## src/rtl/sonic_upstream_gearbox_ctrl.sv

```systemverilog
`default_nettype none
// ============================================================================
// sonic_upstream_gearbox_ctrl : sequences and checks a 40->64 gearbox, forwards words to a FIFO
// Optional macro SONIC_GB_AUTO_RESYNC_EN: automatic resync after 16 ERROR cycles.  Rev 1.0
// ============================================================================
module sonic_upstream_gearbox_ctrl #(
   parameter int OUTPUT_WIDTH   = 64,
   parameter int DROP_CNT_WIDTH = 16
) (
   input  logic                      clk,
   input  logic                      reset,
   input  logic                      ctrl_enable,
   input  logic                      ctrl_start,
   input  logic [OUTPUT_WIDTH-1:0]   gb_data_out,
   input  logic                      gb_data_valid,
   input  logic                      fifo_almost_full,
   output logic                      gb_reset,
   output logic [2:0]                phase,
   output logic                      fifo_wr_en,
   output logic [OUTPUT_WIDTH-1:0]   fifo_wr_data,
   output logic [31:0]               word_count,
   output logic [DROP_CNT_WIDTH-1:0] drop_count,
   output logic                      misalign,
   output logic                      busy
);

   localparam logic [2:0] c_st_idle     = 3'd0;
   localparam logic [2:0] c_st_reset_gb = 3'd1;
   localparam logic [2:0] c_st_align    = 3'd2;
   localparam logic [2:0] c_st_run      = 3'd3;
   localparam logic [2:0] c_st_error    = 3'd4;

   logic [2:0] r_state;
   logic [2:0] w_next_state;
   logic [3:0] r_cnt;
   logic       w_set_mis;
   logic       w_clear_mis;
   logic       w_cur_active;
   logic       w_next_active;
   logic       w_exp_valid;
   logic       w_accept;
   logic       w_write;
   logic       w_drop;
   logic [2:0] w_next_phase;
   logic       w_next_mis;

   assign w_cur_active  = (r_state == c_st_align) || (r_state == c_st_run) || (r_state == c_st_error);
   assign w_next_active = (w_next_state == c_st_align) || (w_next_state == c_st_run) ||
                          (w_next_state == c_st_error);

   // r_cnt restarts on every state change; it times RESET_GB and ERROR dwell
   always_ff @(posedge clk or posedge reset) begin
      if (reset) begin
         r_state <= c_st_idle;
         r_cnt   <= 4'd0;
      end else begin
         r_state <= w_next_state;
         r_cnt   <= (w_next_state != r_state) ? 4'd0 : r_cnt + 4'd1;
      end
   end

   always_comb begin
      w_next_state = r_state;
      w_set_mis    = 1'b0;
      w_clear_mis  = 1'b0;
      if (!ctrl_enable) begin
         w_next_state = c_st_idle;
      end else if (ctrl_start && w_cur_active) begin
         w_next_state = c_st_reset_gb;
         w_clear_mis  = 1'b1;
      end else begin
         case (r_state)
            c_st_idle: begin
               if (ctrl_start) w_next_state = c_st_reset_gb;
            end
            c_st_reset_gb: begin
               if (r_cnt == 4'd1) w_next_state = c_st_align;
            end
            c_st_align: begin
               if (gb_data_valid) begin
                  w_next_state = c_st_error;
                  w_set_mis    = 1'b1;
               end else if (phase == 3'd2) begin
                  w_next_state = c_st_run;
               end
            end
            c_st_run: begin
               if (gb_data_valid != w_exp_valid) begin
                  w_next_state = c_st_error;
                  w_set_mis    = 1'b1;
               end
            end
            c_st_error: begin
`ifdef SONIC_GB_AUTO_RESYNC_EN
               if (r_cnt == 4'd15) begin
                  w_next_state = c_st_reset_gb;
                  w_clear_mis  = 1'b1;
               end
`else
               w_next_state = c_st_error;
`endif
            end
            default: w_next_state = c_st_idle;
         endcase
      end
   end

   always_comb begin
      w_exp_valid = 1'b0;
      case (phase)
         3'd0, 3'd1, 3'd3, 3'd5, 3'd6: w_exp_valid = 1'b1;
         default:                      w_exp_valid = 1'b0;
      endcase
      w_accept     = (r_state == c_st_run) && gb_data_valid && w_exp_valid;
      w_write      = w_accept && !fifo_almost_full;
      w_drop       = w_accept && fifo_almost_full;
      w_next_phase = 3'd0;
      if (w_next_active && w_cur_active) w_next_phase = phase + 3'd1;
      w_next_mis   = misalign;
      if (w_clear_mis)    w_next_mis = 1'b0;
      else if (w_set_mis) w_next_mis = 1'b1;
   end

   always_ff @(posedge clk or posedge reset) begin
      if (reset) begin
         gb_reset     <= 1'b1;
         phase        <= 3'd0;
         fifo_wr_en   <= 1'b0;
         fifo_wr_data <= '0;
         word_count   <= 32'd0;
         drop_count   <= '0;
         misalign     <= 1'b0;
         busy         <= 1'b0;
      end else begin
         gb_reset   <= (w_next_state == c_st_idle) || (w_next_state == c_st_reset_gb);
         busy       <= (w_next_state != c_st_idle);
         phase      <= w_next_phase;
         misalign   <= w_next_mis;
         fifo_wr_en <= w_write;
         if (w_write) begin
            fifo_wr_data <= gb_data_out;
            word_count   <= word_count + 32'd1;
         end
         if (w_drop && (drop_count != {DROP_CNT_WIDTH{1'b1}})) begin
            drop_count <= drop_count + DROP_CNT_WIDTH'(1);
         end
      end
   end

endmodule
`default_nettype wire

```

## config.mk

```make
export PLATFORM = sky130hd
export DESIGN_NAME = sonic_upstream_gearbox_ctrl
export DESIGN_NICKNAME = d
export VERILOG_FILES = /design/src/rtl/sonic_upstream_gearbox_ctrl.sv
export SDC_FILE = /design/constraint.sdc
export NUM_CORES = 1
export LEC_CHECK = 0
export CELL_PAD_IN_SITES_DETAIL_PLACEMENT = 1
export CELL_PAD_IN_SITES_GLOBAL_PLACEMENT = 1
export CORE_MARGIN = 3
export CORE_UTILIZATION = 32
export DETAILED_ROUTE_END_ITERATION = 6
export PLACE_DENSITY_LB_ADDON = 0.2
export SETUP_SLACK_MARGIN = 0.5
export SLEW_MARGIN = 20
export SYNTH_ARGS = -nofsm -noshare
export SYNTH_HDL_FRONTEND = slang
export SYNTH_SLANG_ARGS = --single-unit
```

## constraint.sdc

```tcl
create_clock -name clk -period 4.3 [get_ports clk]
set_clock_uncertainty 0.15 [all_clocks]
set_input_delay 0.645 -clock clk [delete_from_list [all_inputs] [get_ports clk]]
set_output_delay 0.645 -clock clk [all_outputs]
set_load 0.05 [all_outputs]
```

Word level (Yosys, flattened, before mapping) --
Index checks and enable logic that the tools add are counted.
Storage, ports and cells: word-level logic and storage cells 70, register bits 126
Operators by class: equality and inequality tests 17, reductions and logical operators 19, add/subtract/negate cells 4, muxes and demuxes 20
Operators by type and width (count):
- $add 32x1->32 const B | 1
- $mux 3 | 8
- $eq 3x2->1 const B | 6
- $add 16x1->16 const B | 1
- $ne 16x16->1 const B | 1
- $pmux 3 s5 | 1
- $eq 3x3->1 const B | 4
- $eq 3x1->1 const B | 3
- $logic_not 3->1 | 3
- $mux 1 | 9
- $logic_and 1x1->1 | 7
- $logic_or 1x1->1 | 5
- $reduce_or 5->1 | 1
- $add 4x1->4 const B | 1
- $eq 4x1->1 const B | 1
- $mux 4 | 1
- $add 3x1->3 const B | 1
- $ne 3x3->1 | 1
- $reduce_bool 3->1 | 1
- $pmux 1 s2 | 1
- $reduce_bool 2->1 | 1
- $logic_not 1->1 | 1
- $ne 1x1->1 | 1

Depth between registers and ports, before layout --
word-level depth 13, depth in mapped cells 10, mapped depth without buffers 7

Worst setup path before layout --
OpenSTA, ideal clock, no wires.
path type reg-to-reg, start point register phase[1], end point register fifo_wr_data[53], period minus slack after synthesis 2.573 ns, arrival 2.298 ns, path buffers 3, stages on the path, launching flop included 10, data required time 4.025 ns, setup time 0.125 ns, path slack 1.727 ns, cell sequence dfrtp_1 -> inv_1 -> ha_1 -> or4_1 -> buf_4 -> nand2_4 -> nor3b_2 -> buf_6 -> buf_6 -> mux2_4
On the way: longest elaborated chain between the ends 5, elaborated cells between the ends (all ways) 9
Ends and longest elaborated chain:
- start: declaration | RTL line 18 | output logic [2:0] phase,
- start signal: assignment | RTL line 137 | phase <= w_next_phase;
- $eq 3x1->1 (tied with other cells) | RTL line 110 | case (phase)
- $reduce_or 5->1 (*) | RTL line 110
- $mux 1 (*) | RTL line 110
- $logic_and 1x1->1 (*) | RTL line 114 | w_accept = (r_state == c_st_run) && gb_data_valid && w_exp_valid;
- $logic_and 1x1->1 (*) | RTL line 115 | w_write = w_accept && !fifo_almost_full;
- end signal: assignment | RTL line 141 | fifo_wr_data <= gb_data_out;
- end: declaration | RTL line 20 | output logic [OUTPUT_WIDTH-1:0] fifo_wr_data,
Every way passes the cells marked *; elsewhere a longest branch is shown, timed or not. A chain may end at the register's enable or synchronous reset.

Worst setup path in the final report --
start point input gb_data_valid, end point register drop_count[11]
On the way: longest elaborated chain between the ends 4
Ends and longest elaborated chain:
- start: declaration | RTL line 15 | input logic gb_data_valid,
- $logic_and 1x1->1 (2 in series) | RTL line 114
- $logic_and 1x1->1 | RTL line 116 | w_drop = w_accept && fifo_almost_full;
- $logic_and 1x1->1 | RTL line 144 | if (w_drop && (drop_count != {DROP_CNT_WIDTH{1'b1}})) begin
- end signal: assignment | RTL line 145 | drop_count <= drop_count + DROP_CNT_WIDTH'(1);
- end: declaration | RTL line 22 | output logic [DROP_CNT_WIDTH-1:0] drop_count,
No other way between the ends.

==> impl_results.md <==
- Initial antenna violation count: 1
- R2r startpoint: phase[1]$_DFF_PP0_
- TritonCTS clock tree: built
- Clock root buffer: clkbuf_16
- Seq/Total Area, Yosys: 57.35%
- Number of iterations in the first detailed-routing pass: 4
- Max Fclk: 359.6 MHz
- Multi-input gate area: 0.002196 sq mm
- Initial DRC Count: 183
- Most common cell after layout, fill and taps aside: clkdlybuf4s50_1
- Initial core utilization: 32.93%
- H-Tree Level Count: 4
- DP HPWL: 11,010 um
- Diode count: 0
- Power Density: 556.9 mW/mm^2
- Routed WL: 15,200 um
- DRC viols: 0
- Core box area: 0.01670 sq mm
- Cell area after synthesis: 0.005500 sq mm
- Hold Startpoint: word_count[31]$_DFFE_PP0P_
- Final Max Tran Viols: 0
- Adder-Cell Fraction of Synth Area: 1.820%
- Routed vias: 4,091
- Clk Latency, worst-skew pair: 410 ps
- Period minus WS final: 2781 ps
- Final setup fails: 0
- Outcome: finished clean
- Share of cells above drive strength 1: 17.27%
- Number of synthesized flops with an enable pin: 0
- Max IR drop VDD: 0.3202 mV
- Complex-gate fraction of the synthesized area: 3.276%
- Grt ovf: 0
- Die Wd: 137.1 um
- Post-CTS Setup Inserts: 0
- Worst Hold Class: flip-flop to flip-flop
- Post-DRT Antenna Nets: 0
- Post-CTS sizing: 0
- Clock-pin slew on the worst setup and hold paths: 60 ps
- Synth Warn #: 0
- CTS max path bufs: 2
- CTS buffer count: 17
- RSZ-0062 raised after global routing: false
- Number of core rows: 47
- WP data required: 4440 ps
- Static leakage: 3.686 nW
- Largest family of logic cells by synthesized area: multiplexers
- Crit Path Class: primary input to flip-flop
- Post-synth cell types: 50
- Critical path arrival: 2920 ps
- Worst Hold Path Cells: 1
- Gp weighted congestion: 0.7977
- Post-Synthesis Cells: 431
- DIE AREA: 0.01880 sq mm
- First-pass GRT wire length: 24,220 um
- Vias in the first global route: 4,555
- PortBufs: 188
- Slew margin rel.: 49.47%
- Tcrit/Tclk final: 64.68%
- Most frequent cells in the layout: clkdlybuf4s50_1 (188), dfrtp_1 (125), mux2_2 (49)
- Post-synthesis mux area share: 14.67%
- Max Cap Viol: 0
- Crit-path max FO: 8
- Hold Buf Count CTS: 0
- Setup TNS: 0 ps
- Area grow syn2layout: 49.41%
- Setup slack, reg-to-reg: 1590 ps
- Fin worst setup slack: 1519 ps
- Post-synthesis net count: 509
- Vias/cell: 4.774
- Post-synthesis simple-gate area fraction: 12.56%
- Worst Hold End: word_count[31]$_DFFE_PP0P_
- Overall Global Routing Usage: 16.64%
- Clock Sinks: 126
- Worst-case reg-to-reg path depth: 7
- Post-Synth XOR/XNOR Area: 7.484%
- Syn Area/Cell: 12.76 sq um
- Top FF cell, synth: dfrtp_1
- Reg area: 0.003154 sq mm
- Crit. End Element: flip-flop
- WL/cell: 17.73 um
- Final Hold Viols: 0
- Asr flop ratio synth: 100.0%
- Worst setup SP type: primary input
- Least-Margin Pin Slew: 753.4 ps
- Filler Cells Inserted: 1,748
- Place WS: 1096 ps
- NumNets Final: 702
- #FFs+latches synth: 126
- Die Y: 137.1 um
- Worst R2R End: word_count[14]$_DFFE_PP0P_
- Ports: 189
- Largest net degree at the start of global routing: 69
[area by class of cell]
class | instances | area share, %
clock inverters | 15 | 2.253
multi-input cells | 275 | 26.72
well taps | 220 | 3.350
repair buffers | 191 | 23.48
flip-flops and latches | 126 | 38.38
clock buffers | 17 | 5.177
inverters | 13 | 0.6395
[worst max-delay path, stage by stage]
cell,delay (ps)
clkdlybuf4s50_1,630
and4b_1,330
nand4_2,250
a211oi_1,670
nand4_1,220
xnor2_1,170
[stage by stage]
step           instance area [sq um]  total power [mW]  util [%]  std cells  hold WS [ps]
2_1_floorplan                   5504             2.534         -        431         321.5
3_3_place_gp                    7607             3.090     45.55        825         317.8
3_5_place_dp                    7607             3.123     45.55        825         313.3
4_1_cts                         8218             4.645     49.21        857         322.7
5_1_grt                         8218             4.776     49.21        857         335.6
6_report                        8218             4.577     49.21        857         319.9
[how the worst max path moves through the flow]
stage	slack [ps]	from	cells past startpoint	endpoint
after floorplan	1730	phase[1]$_DFF_PP0_	9	fifo_wr_data[53]$_DFFE_PP0P_
after global placement	1140	gb_data_valid	6	word_count[31]$_DFFE_PP0P_
after detailed placement	1100	gb_data_valid	6	word_count[31]$_DFFE_PP0P_
after CTS	1540	gb_data_valid	6	word_count[31]$_DFFE_PP0P_
after global routing	1280	gb_data_valid	6	word_count[31]$_DFFE_PP0P_
final	1520	gb_data_valid	6	drop_count[11]$_DFFE_PP0P_
[kinds of logic (layout without fill, tap and decap cells)]
kind of cell,Yosys count,in the layout
muxes,66,66
AOI/OAI and AO/OA,27,27
DFF,126,126
adders and majority gates,8,8
and+or+nand+nor,127,127
buffers and inverters,30,236
xor gates and xnor gates,47,47
[Yosys cell counts, types with 2 or more instances]
library cell / number / area (sq um)
buf_4: 3 / 22.52
and4b_1: 3 / 30.03
and3_1: 3 / 18.77
or2_2: 2 / 12.51
or3_1: 2 / 12.51
ha_1: 8 / 100.1
o21ai_0: 6 / 30.03
nor4_1: 5 / 31.28
mux2_4: 17 / 255.2
nor3_1: 16 / 80.08
nand2_1: 23 / 86.33
nand3_1: 13 / 65.06
nor2b_1: 3 / 18.77
a21oi_1: 4 / 20.02
o21a_1: 3 / 22.52
a211o_1: 2 / 17.52
nor2_1: 28 / 105.1
o221ai_1: 2 / 17.52
mux2_2: 49 / 551.8
o31ai_1: 2 / 15.01
inv_1: 13 / 48.80
and4_1: 5 / 43.79
xor2_1: 29 / 254.0
xnor2_1: 18 / 157.7
buf_2: 8 / 40.04
buf_6: 3 / 33.78
clkbuf_1: 3 / 11.26
nand4_1: 12 / 75.07
dfrtp_1: 125 / 3128
[state kept, by name, indices dropped and copies added, names as in the netlist]
signal and flops:
gb_reset 1, busy 1, r_state 3, drop_count 16
misalign 1, r_cnt 4, phase 3, word_count 32
fifo_wr_en 1, fifo_wr_data 64
[report_power, final]
group	leakage [nW]	total, mW	internal [mW]	switching [mW]
combinational	1.70	1.55	0.583	0.967
sequential	1.71	1.54	1.40	0.140
clock	0.283	1.49	0.919	0.568
[per-layer routing]
metal  global-route usage (%)  vias to the layer above  part of all wire [%]  routed length [um]
li1                         -                     1888                     -                   -
met1                    19.39                     2058                    41                6201
met2                    26.68                      125                    48                7346
met3                    8.162                       18                   9.2                1399
met4                    5.820                        2                   1.6                 238
met5                        0                        -                 0.086                  13
Note: power is estimated with default switching activity, not from simulation.
